<file path="src/rtl/snake_score_bcd.sv">
// ---------------------------------------------------------------------------
// snake_score_bcd
//   Score keeper for the snake game, one stage upstream of the
//   seven-segment scan driver. It counts food events as a two-digit packed
//   BCD score, tracks the best score of the session, and sequences the game
//   phases IDLE -> PLAY -> OVER. In OVER the display word blinks between the
//   final score and the best score.
//
// Parameters
//   STEP          BCD points added per food event (1..9)
//   MAX_SCORE     saturation ceiling, valid packed BCD
//   BLINK_CYCLES  clk cycles per display phase while in OVER (>= 2)
//
// Ports
//   clk        in   system clock, rising edge
//   rst_n      in   asynchronous active-low reset
//   start      in   start/restart request, rising edge acted on
//   eat        in   snake head on food, rising edge = one event
//   game_over  in   collision flag (level)
//   q          out  packed BCD display word, [7:4] tens, [3:0] units
//   score      out  current score, packed BCD
//   best       out  best score since reset, packed BCD
//   new_best   out  high in OVER when the finished game set a new best
//   state      out  phase: 00 IDLE, 01 PLAY, 10 OVER
// ---------------------------------------------------------------------------
module snake_score_bcd #(
    parameter int unsigned STEP         = 1,
    parameter logic [7:0]  MAX_SCORE    = 8'h99,
    parameter int unsigned BLINK_CYCLES = 25_000_000
) (
    input  logic       clk,
    input  logic       rst_n,
    input  logic       start,
    input  logic       eat,
    input  logic       game_over,
    output logic [7:0] q,
    output logic [7:0] score,
    output logic [7:0] best,
    output logic       new_best,
    output logic [1:0] state
);

    localparam int unsigned CW = (BLINK_CYCLES > 2) ? $clog2(BLINK_CYCLES) : 1;
    localparam logic [CW-1:0] CNT_LAST = CW'(BLINK_CYCLES - 1);
    localparam logic [4:0]    STEP_W   = 5'(STEP);

    localparam logic [1:0] ST_IDLE = 2'b00;
    localparam logic [1:0] ST_PLAY = 2'b01;
    localparam logic [1:0] ST_OVER = 2'b10;

    logic [1:0]    state_q, state_d;
    logic [7:0]    score_q, score_d;
    logic [7:0]    best_q, best_d;
    logic          new_best_q, new_best_d;
    logic [CW-1:0] cnt_q, cnt_d;
    logic          phase_q, phase_d;
    logic          eat_prev_q;
    logic          start_prev_q;

    logic          eat_rise;
    logic          start_rise;
    logic [7:0]    score_inc;

    // Packed-BCD add of STEP with saturation at MAX_SCORE. A tens overflow
    // past 9 also saturates, so the result is always valid BCD.
    function automatic logic [7:0] bcd_add(input logic [7:0] v);
        logic [4:0] units;
        logic [4:0] tens;
        logic       carry;
        logic [7:0] res;
        units = {1'b0, v[3:0]} + STEP_W;
        carry = (units > 5'd9);
        if (carry) begin
            units = units - 5'd10;
        end
        tens = {1'b0, v[7:4]} + {4'b0000, carry};
        res  = {tens[3:0], units[3:0]};
        if ((tens > 5'd9) || (res > MAX_SCORE)) begin
            res = MAX_SCORE;
        end
        return res;
    endfunction

    assign eat_rise   = eat & ~eat_prev_q;
    assign start_rise = start & ~start_prev_q;

    // Same-cycle eat is folded in before the game-over compare so the best
    // score sees the final value.
    assign score_inc  = eat_rise ? bcd_add(score_q) : score_q;

    always_comb begin
        state_d    = state_q;
        score_d    = score_q;
        best_d     = best_q;
        new_best_d = new_best_q;
        cnt_d      = cnt_q;
        phase_d    = phase_q;

        case (state_q)
            ST_IDLE: begin
                if (start_rise) begin
                    state_d    = ST_PLAY;
                    score_d    = '0;
                    new_best_d = 1'b0;
                end
            end

            ST_PLAY: begin
                score_d = score_inc;
                if (game_over) begin
                    state_d = ST_OVER;
                    cnt_d   = '0;
                    phase_d = 1'b0;
                    if (score_inc > best_q) begin
                        best_d     = score_inc;
                        new_best_d = 1'b1;
                    end else begin
                        new_best_d = 1'b0;
                    end
                end
            end

            ST_OVER: begin
                if (start_rise) begin
                    state_d    = ST_PLAY;
                    score_d    = '0;
                    new_best_d = 1'b0;
                    cnt_d      = '0;
                    phase_d    = 1'b0;
                end else if (cnt_q == CNT_LAST) begin
                    cnt_d   = '0;
                    phase_d = ~phase_q;
                end else begin
                    cnt_d = cnt_q + CW'(1);
                end
            end

            default: begin
                state_d = ST_IDLE;
            end
        endcase
    end

    always_ff @(posedge clk or negedge rst_n) begin
        if (!rst_n) begin
            state_q      <= ST_IDLE;
            score_q      <= '0;
            best_q       <= '0;
            new_best_q   <= 1'b0;
            cnt_q        <= '0;
            phase_q      <= 1'b0;
            eat_prev_q   <= 1'b0;
            start_prev_q <= 1'b0;
        end else begin
            state_q      <= state_d;
            score_q      <= score_d;
            best_q       <= best_d;
            new_best_q   <= new_best_d;
            cnt_q        <= cnt_d;
            phase_q      <= phase_d;
            eat_prev_q   <= eat;
            start_prev_q <= start;
        end
    end

    // Display word is decoded purely from registers.
    always_comb begin
        case (state_q)
            ST_IDLE: q = best_q;
            ST_PLAY: q = score_q;
            ST_OVER: q = phase_q ? best_q : score_q;
            default: q = '0;
        endcase
    end

    assign score    = score_q;
    assign best     = best_q;
    assign new_best = new_best_q;
    assign state    = state_q;

endmodule

</file>
<file path="config.mk">
export PLATFORM = sky130hd
export DESIGN_NAME = snake_score_bcd
export DESIGN_NICKNAME = d
export VERILOG_FILES = /design/src/rtl/snake_score_bcd.sv
export SDC_FILE = /design/constraint.sdc
export NUM_CORES = 1
export LEC_CHECK = 0
export BUFFER_PORTS_ARGS = -buffer_cell sky130_fd_sc_hd__buf_4
export CORE_AREA = 2 2 73 75
export CTS_BUF_LIST = sky130_fd_sc_hd__clkbuf_8
export CTS_CLUSTER_DIAMETER = 30
export DETAILED_ROUTE_END_ITERATION = 12
export DIE_AREA = 0 0 75 77
export PLACE_DENSITY_LB_ADDON = 0.08
export SKIP_CTS_REPAIR_TIMING = 1
export SLEW_MARGIN = 15
export SYNTH_ARGS = -nofsm -noshare
export SYNTH_HDL_FRONTEND = slang
export SYNTH_SLANG_ARGS = --single-unit
</file>
<file path="constraint.sdc">
create_clock -name clk -period 12.8 [get_ports clk]
set_input_delay 2.56 -clock clk [delete_from_list [all_inputs] [get_ports clk]]
set_output_delay 2.56 -clock clk [all_outputs]
set_load 0.01 [all_outputs]
</file>
==> results.cfg, run 1 <==
[yosys]
synth_cell_types = 55
synth_cells = 305
synth_ff_type = dfrtp_1
synth_warnings = 0
async_flop_share_pct = 100
synth.avg_cell_area_um2 = 9.44
synth-edff-count = 0
syn-num-nets = 325
synth_area_um2 = 2880
synth_seq_cells = 47
synth-seq-area-share_pct = 40.9

[setup_path]
worst-path-buf-inv = 2
worstSetupStartpointType = flip-flop
slowest_stage = or4_1
crit_type = reg2reg
cp.required_ns = 12.99
critPathMaxFanout = 9
crit_path_frequent_cell = ha_1
cp-end-kind = flip-flop
arrival_ns = 5.60
r2r_setup_slack_ns = 7.39
cp_top_family = compound AO/OA/AOI/OAI gates
critical-path-max-stage-delay_ns = 0.53
cp_cell_sequence = ha_1 > xnor2_1 > ha_1 > a22oi_2 > a21boi_0 > inv_1 > ha_1 > ha_1 > or4_1 > nor3_2 > nand4b_4 > a32oi_2 > inv_1 > ha_1 > nor2b_1 > o21a_1 > o21a_1 > o21bai_1 > a21oi_2 > mux2_2

[worst_hold_path]
hold_class = reg2reg

[clock_network]
tritoncts = built
clockBufferDepth = 2
htree_levels = 2
clkSinkCount = 47
clk_latency_ns = 0.29
cts.clk_slew.worst_paths_ns = 0.09
numCtsBuffers = 5
cts_root_buffer = clkbuf_8

[timing]
rsz0062_at_grt = no
fin_crit_ns = 5.41
setup_viol = 0
skew_ns = 0.00769
slew_viol_final = 0
finalCritPeriodShare_pct = 42.3
finalHoldViolations = 0
slew_headroom_pct = 50.3
worst_pin_slew_ns = 0.741
setup_tns_ns = 0
hold-worst-slack_ns = 0.527
max_freq_mhz = 185

[drt]
via_per_inst = 5.67
drc = 0
drt_pass1_iterations = 4
wl_per_cell_um = 15.0
dr.first_iter.drc_count = 121
vias = 2320
ant_nets = 0
totalWireLength_um = 6140

[cells_and_area]
ff_latch_area_um2 = 1180
stdcell_count = 409
fin_area_um2 = 3280
final_common_cell = dfrtp_1
fillers = 450
area_growth_pct = 14.1
antennaDiodeCount = 0
drive_gt1_share_pct = 16.5
multiInputGateArea_um2 = 1620
nNetsFinal = 358
layout_common_cells = dfrtp_1, nor2_1, buf_4
utilization_pct = 66.0

[placement]
io_buffers = 31
dp_cells = 401
dp_hpwl_um = 4540
globalplace.congestion = 0.880
placed_area_um2 = 3180

[grt]
overflow = 0
antenna_found_initial = 0
grt_pass1_vias = 2214
grt_pass1_wl_um = 10400
grtUsageTotal_pct = 23.2
grt_max_degree = 48

[run_status]
outcome = finished, final reports clean

[die]
core_area_um2 = 4980
io-pin-count = 32
start_util_pct = 57.8
rows = 26
die_area_um2 = 5780
fp.dieW_um = 75
die_h_um = 77

[flow_run]
cap_violations = 0

[pwr]
p_leak_nw = 1.59
vdd_drop_max_v = 0.0000849
power-per-cell-area_nw_per_um2 = 162
report_power, final:
group	total, mW	switching (mW)	internal, mW
sequential	0.199	0.0293	0.170
combinational	0.238	0.125	0.113
clock	0.0954	0.0468	0.0485
through the flow:
stage                     power [mW]  setup slack [ns]
after global placement         0.436              7.51
after CTS                      0.537              7.38
after detailed placement       0.440              7.41
after floorplan                0.355              7.86
final                          0.533              7.39
after global routing           0.576              6.93
synth_stat cells, drive strengths merged, types with 8 or more instances:
library cell,number,area (um^2)
xnor2,10,87.6
dfrtp,47,1180
nand2,23,86.3
ha,15,188
xor2,14,123
nand3,14,70.1
a21oi,8,43.8
o21ai,18,90.1
inv,16,60.1
nor2b,11,68.8
a22o,9,78.8
nor2,38,143
flip-flops by register name, indices dropped and copies added, names as in the netlist:
signal and flops:
best 8, cnt_q 25, eat_prev_q 1, new_best 1, phase_q 1, score 8, start_prev_q 1, state 2
routing by layer:
| layer | share of wire, % | GRT usage, % | wire, um |
|---|---|---|---|
| met1 | 43 | 29.1 | 2660 |
| met2 | 49 | 39.0 | 3020 |
| met3 | 4.6 | 3.94 | 285 |
| met4 | 2.7 | 8.57 | 164 |
| met5 | 0 | 0 | 0 |
layout make-up:
cell class / instances / share of cell area [%]
multi-input combinational: 236 / 49.3
sequential: 47 / 35.8
inverter: 16 / 1.83
timing repair buffer: 32 / 7.32
clock inverter: 1 / 0.114
clock buffer: 7 / 2.93
tap: 70 / 2.67
cell families (layout without fill, tap and decap cells):
kind of cell,Yosys count,after routing,synth area share [%]
AOI/OAI and AO/OA,66,66,16.9
muxes,9,9,3.43
buffers and inverters,22,56,2.87
and+or+nand+nor,122,122,22.1
DFF,47,47,40.9
adders and majority gates,15,15,6.52
xor gates and xnor gates,24,24,7.30
worst reg2reg max path, delay by kind of cell (launching register included):
| kind | cells | cell delay (ns) |
|---|---|---|
| AOI/OAI and AO/OA | 7 | 1.47 |
| xor gates and xnor gates | 1 | 0.31 |
| adders and majority gates | 5 | 1.41 |
| buffers and inverters | 2 | 0.15 |
| DFF | 1 | 0.48 |
| muxes | 1 | 0.39 |
| and+or+nand+nor | 4 | 1.08 |
final timing paths:
kind                                 startpoint                     to  depth (start not counted)
max                        score[0]$_DFFE_PN0P_    best[7]$_DFFE_PN0P_                         20
min                        cnt_q[4]$_DFFE_PN0P_   cnt_q[4]$_DFFE_PN0P_                          1
max reg2reg                score[0]$_DFFE_PN0P_    best[7]$_DFFE_PN0P_                         20
min reg2reg                cnt_q[4]$_DFFE_PN0P_   cnt_q[4]$_DFFE_PN0P_                          1
max in group asynchronous                 rst_n  cnt_q[24]$_DFFE_PN0P_                          1
min in group asynchronous                 rst_n   score[6]$_DFFE_PN0P_                          1
No activity file was read; power rests on OpenSTA's default activity.
==> inputs of run 2 (changes only) <==
==> constraint.sdc (replaced) <==
create_clock -name clk -period 5.1 [get_ports clk]
set_input_delay 1.02 -clock clk [delete_from_list [all_inputs] [get_ports clk]]
set_output_delay 1.02 -clock clk [all_outputs]
set_load 0.01 [all_outputs]
==> results.cfg, run 2 (synthesized netlist as in run 1, its figures left out) <==
[timing]
max_freq_mhz = 206
setup_tns_ns = 0
finalHoldViolations = 0
slew_viol_final = 0
finalCritPeriodShare_pct = 95.1
fin_crit_ns = 4.85
worst_pin_slew_ns = 0.705
slew_headroom_pct = 52.7
setup_viol = 0
setup_ws_ns = 0.249
skew_ns = 0.0154

[grt]
grt_pass1_vias = 2371
overflow = 0
grt_pass1_wl_um = 11000
grtUsageTotal_pct = 24.8
grt_max_degree = 48
antenna_found_initial = 0

[worst_hold_path]
hold_class = reg2reg
hold_path_depth = 2

[die]
rows = 26
io-pin-count = 32
die_h_um = 77
die_area_um2 = 5780
fp.dieW_um = 75
start_util_pct = 57.8
core_area_um2 = 4980

[run_status]
outcome = finished, final reports clean

[cells_and_area]
stdcell_count = 422
antennaDiodeCount = 0
fin_area_um2 = 3400
nNetsFinal = 371
largest_register_ff_count = 25
area_growth_pct = 18.0
drive_gt1_share_pct = 20.5
top_register = cnt_q
layout_common_cells = dfrtp_1, buf_4, nor2_1
final_common_cell = dfrtp_1

[clock_network]
cts_root_buffer = clkbuf_8
clk_latency_ns = 0.30
cts.clk_slew.worst_paths_ns = 0.09
tritoncts = built
htree_levels = 2
clkSinkCount = 47
clockBufferDepth = 2
numCtsBuffers = 5

[setup_path]
crit_type = reg2reg
arrival_ns = 5.01
critPathMaxFanout = 6
cp.required_ns = 5.26
worstSetupStartpointType = flip-flop
cp-end-kind = flip-flop
r2r_cells = 22

[placement]
preCtsSetupSlack_ns = -0.0736
placed_area_um2 = 3260
io_buffers = 31
dp_cells = 411
dp_hpwl_um = 4830
globalplace.congestion = 0.936

[pwr]
p_leak_nw = 1.65
power_mw = 1.41
vdd_drop_max_v = 0.000222
power-per-cell-area_nw_per_um2 = 415

[drt]
drc = 0
dr.first_iter.drc_count = 188
via_per_inst = 5.81
vias = 2453
ant_nets = 0
wl_per_cell_um = 16.0
totalWireLength_um = 6760
drt_pass1_iterations = 4

[flow_run]
cap_violations = 0
[run 2: cell type report]
| cell class | instances | area, um^2 |
|---|---|---|
| timing repair buffer | 44 | 330 |
| clock inverter | 3 | 12.5 |
| inverter | 16 | 60.1 |
| clock buffer | 5 | 68.8 |
| tap | 70 | 87.6 |
| fill | 415 | 1580 |
| sequential | 47 | 1180 |
| multi-input combinational | 237 | 1660 |
[run 2: worst paths after layout]
check                                     startpoint  slack [ns]               endpoint
max in group asynchronous                      rst_n        3.96  cnt_q[23]$_DFFE_PN0P_
worst min register to register  cnt_q[1]$_DFFE_PN0P_        0.52   cnt_q[1]$_DFFE_PN0P_
min in group asynchronous                      rst_n        0.72   score[4]$_DFFE_PN0P_
worst max register to register  score[0]$_DFFE_PN0P_        0.25    best[2]$_DFFE_PN0P_
worst min-delay path            cnt_q[1]$_DFFE_PN0P_        0.52   cnt_q[1]$_DFFE_PN0P_
worst max-delay path            score[0]$_DFFE_PN0P_        0.25    best[2]$_DFFE_PN0P_
[run 2: layer usage]
| layer | vias to the layer above | part of all wire, % | track usage, % |
|---|---|---|---|
| li1 | 1179 | - | - |
| met1 | 1178 | 41 | 30.0 |
| met2 | 78 | 52 | 42.5 |
| met3 | 18 | 4.0 | 3.94 |
| met4 | 0 | 3.0 | 10.7 |
| met5 | - | 0 | 0 |
[run 2: critical path, cell delays in order (launching register included)]
cell and delay (ns):
dfrtp_1 0.43, ha_1 0.26, xnor2_2 0.22, ha_1 0.18, nand2b_1 0.07, a22oi_2 0.16
a21boi_2 0.10, inv_1 0.07, ha_1 0.15, ha_1 0.25, nor2b_1 0.10, or4_1 0.49
nor3_2 0.24, nand4b_4 0.17, a32oi_1 0.27, inv_1 0.07, ha_1 0.29, a21o_1 0.16
a21o_1 0.16, a21oi_1 0.40, a21oi_2 0.16, buf_4 0.17, a2bb2oi_1 0.12
[run 2: through the flow]
step | util [%] | hold slack, ns
floorplan | - | 0.467
global placement | 65.5 | 0.488
detailed placement | 65.5 | 0.499
CTS | 67.1 | 0.519
global route | 68.2 | 0.542
finish | 68.2 | 0.522
[run 2: power by group]
group,switching [mW],internal [mW],leakage (nW),total (mW)
registers,0.0636,0.426,0.636,0.490
clock network,0.123,0.0925,0.0505,0.216
logic,0.368,0.334,0.961,0.703
==> inputs of run 3 (changes only) <==
--- a/config.mk
+++ b/config.mk
@@ -5,7 +5,7 @@
 export SDC_FILE = /design/constraint.sdc
 export NUM_CORES = 1
 export LEC_CHECK = 0
-export BUFFER_PORTS_ARGS = -buffer_cell sky130_fd_sc_hd__buf_4
+export BUFFER_PORTS_ARGS = -buffer_cell sky130_fd_sc_hd__buf_2
 export CORE_AREA = 2 2 73 75
 export CTS_BUF_LIST = sky130_fd_sc_hd__clkbuf_8
 export CTS_CLUSTER_DIAMETER = 30
==> results.cfg, run 3 (synthesized netlist as in run 1, its figures left out) <==
[cells_and_area]
drive_gt1_share_pct = 20.5
antennaDiodeCount = 0
top_register = cnt_q
nNetsFinal = 372
layout_common_cells = dfrtp_1, nor2_1, buf_2
fin_area_um2 = 3310
ff_latch_area_um2 = 1180
multiInputGateArea_um2 = 1640
final_common_cell = dfrtp_1
fillers = 425
largest_register_ff_count = 25
area_growth_pct = 14.9
utilization_pct = 66.4

[drt]
drt_pass1_iterations = 4
wl_per_cell_um = 15.4
via_per_inst = 5.62
dr.first_iter.drc_count = 128
totalWireLength_um = 6500
ant_nets = 0
vias = 2367
drc = 0

[pwr]
seqPwrFrac_pct = 37.3
clkPwrFrac_pct = 15.5
power-per-cell-area_nw_per_um2 = 399
sw_frac_of_total_pct = 39.1
netSwitchingPower_mw = 0.515
power_frac_comb_pct = 47.2
power_mw = 1.32
p_leak_nw = 1.63
vdd_drop_max_v = 0.000193
internal-power_mw = 0.804

[setup_path]
cp-end-kind = flip-flop
crit_type = reg2reg
cp.depth = 21
reg2reg_from = score[0]$_DFFE_PN0P_
worst-path-buf-inv = 3
arrival_ns = 5.04
slowest_stage = or4_1
cp.required_ns = 5.29
crit_path_frequent_cell = ha_1
critPathMaxFanout = 7
worstSetupStartpointType = flip-flop
cp_top_family = compound AO/OA/AOI/OAI gates
r2r_end = best[6]$_DFFE_PN0P_
critical-path-max-stage-delay_ns = 0.52
cp_cell_sequence = ha_1 > xnor2_2 > ha_1 > a22oi_2 > a21boi_1 > inv_1 > ha_1 > ha_2 > or4_1 > nor3_2 > nand4b_4 > a32oi_2 > inv_1 > ha_1 > nor2b_1 > o21a_1 > o21a_1 > o21bai_2 > a21oi_4 > buf_4 > mux2_2
r2r_setup_slack_ns = 0.25
r2r_cells = 21

[timing]
slew_headroom_pct = 48.6
max_freq_mhz = 206
worst_pin_slew_ns = 0.765
setup_viol = 0
finalHoldViolations = 0
skew_ns = 0.00985
slew_viol_final = 0
setup_tns_ns = 0
fin_crit_ns = 4.85
finalCritPeriodShare_pct = 95.1
hold-worst-slack_ns = 0.510

[die]
start_util_pct = 57.8
io-pin-count = 32
die_area_um2 = 5780
core_area_um2 = 4980
die_h_um = 77
rows = 26
fp.dieW_um = 75

[placement]
dp_hpwl_um = 4680
placed_area_um2 = 3180
io_buffers = 31
globalplace.congestion = 0.889

[clock_network]
cts_root_buffer = clkbuf_8
clockBufferDepth = 2
clk_latency_ns = 0.29
cts.clk_slew.worst_paths_ns = 0.08
htree_levels = 2
clkSinkCount = 47
tritoncts = built
numCtsBuffers = 5

[worst_hold_path]
hold_path_depth = 2
hold_class = reg2reg
holdPathEnd = cnt_q[1]$_DFFE_PN0P_
hp-start = cnt_q[1]$_DFFE_PN0P_

[grt]
grt_pass1_wl_um = 10800
grt_pass1_vias = 2306
grtUsageTotal_pct = 24.2
grt_max_degree = 48
antenna_found_initial = 0
overflow = 0

[flow_run]
cap_violations = 0

[run_status]
outcome = finished, final reports clean
==> run 3: cell type report <==
class                   instances  share of cell area [%]
flip-flops and latches         47                    35.6
clock inverters                 1                   0.114
clock buffers                   5                    2.08
repair buffers                 46                    8.10
multi-input cells             236                    49.6
well taps                      70                    2.65
inverters                      16                    1.82
==> run 3: how the worst max path moves through the flow <==
| stage | to | slack (ns) | startpoint |
|---|---|---|---|
| 6_report | best[6]$_DFFE_PN0P_ | 0.25 | score[0]$_DFFE_PN0P_ |
| 5_1_grt | best[4]$_DFFE_PN0P_ | -0.04 | score[0]$_DFFE_PN0P_ |
| 4_1_cts | best[4]$_DFFE_PN0P_ | 0.008 | score[0]$_DFFE_PN0P_ |
| 3_5_place_dp | best[4]$_DFFE_PN0P_ | 0.04 | score[0]$_DFFE_PN0P_ |
| 3_3_place_gp | best[7]$_DFFE_PN0P_ | 0.13 | score[0]$_DFFE_PN0P_ |
| 2_1_floorplan | best[0]$_DFFE_PN0P_ | 0.16 | score[0]$_DFFE_PN0P_ |
==> run 3: metrics by stage <==
step / cells / setup slack [ns]
6_report: 421 / 0.249
3_5_place_dp: 411 / 0.0394
2_1_floorplan: 305 / 0.161
4_1_cts: 417 / 0.00790
5_1_grt: 421 / -0.0380
3_3_place_gp: 411 / 0.127
==> run 3: layer usage <==
metal,share of wire [%],track usage [%],wire [um]
met5,0,0,0
met4,2.7,9.64,177
met3,2.9,3.81,188
met2,50,40.0,3270
met1,44,31.0,2860
==> run 3: power by group through the flow <==
stage,clock [mW],combinational [mW],sequential (mW)
floorplan,0,0.386,0.504
global placement,0,0.591,0.497
detailed placement,0,0.597,0.497
CTS,0.210,0.601,0.489
global route,0.227,0.695,0.500
finish,0.204,0.623,0.492
==> run 3: worst register-to-register path: stages, from the launching register on <==
cell and delay (ns):
dfrtp_2 0.45, ha_1 0.25, xnor2_2 0.16, ha_1 0.24
a22oi_2 0.23, a21boi_1 0.13, inv_1 0.07, ha_1 0.17
ha_2 0.28, or4_1 0.52, nor3_2 0.24, nand4b_4 0.19
a32oi_2 0.29, inv_1 0.07, ha_1 0.28, nor2b_1 0.13
o21a_1 0.16, o21a_1 0.18, o21bai_2 0.18, a21oi_4 0.09
buf_4 0.18, mux2_2 0.26
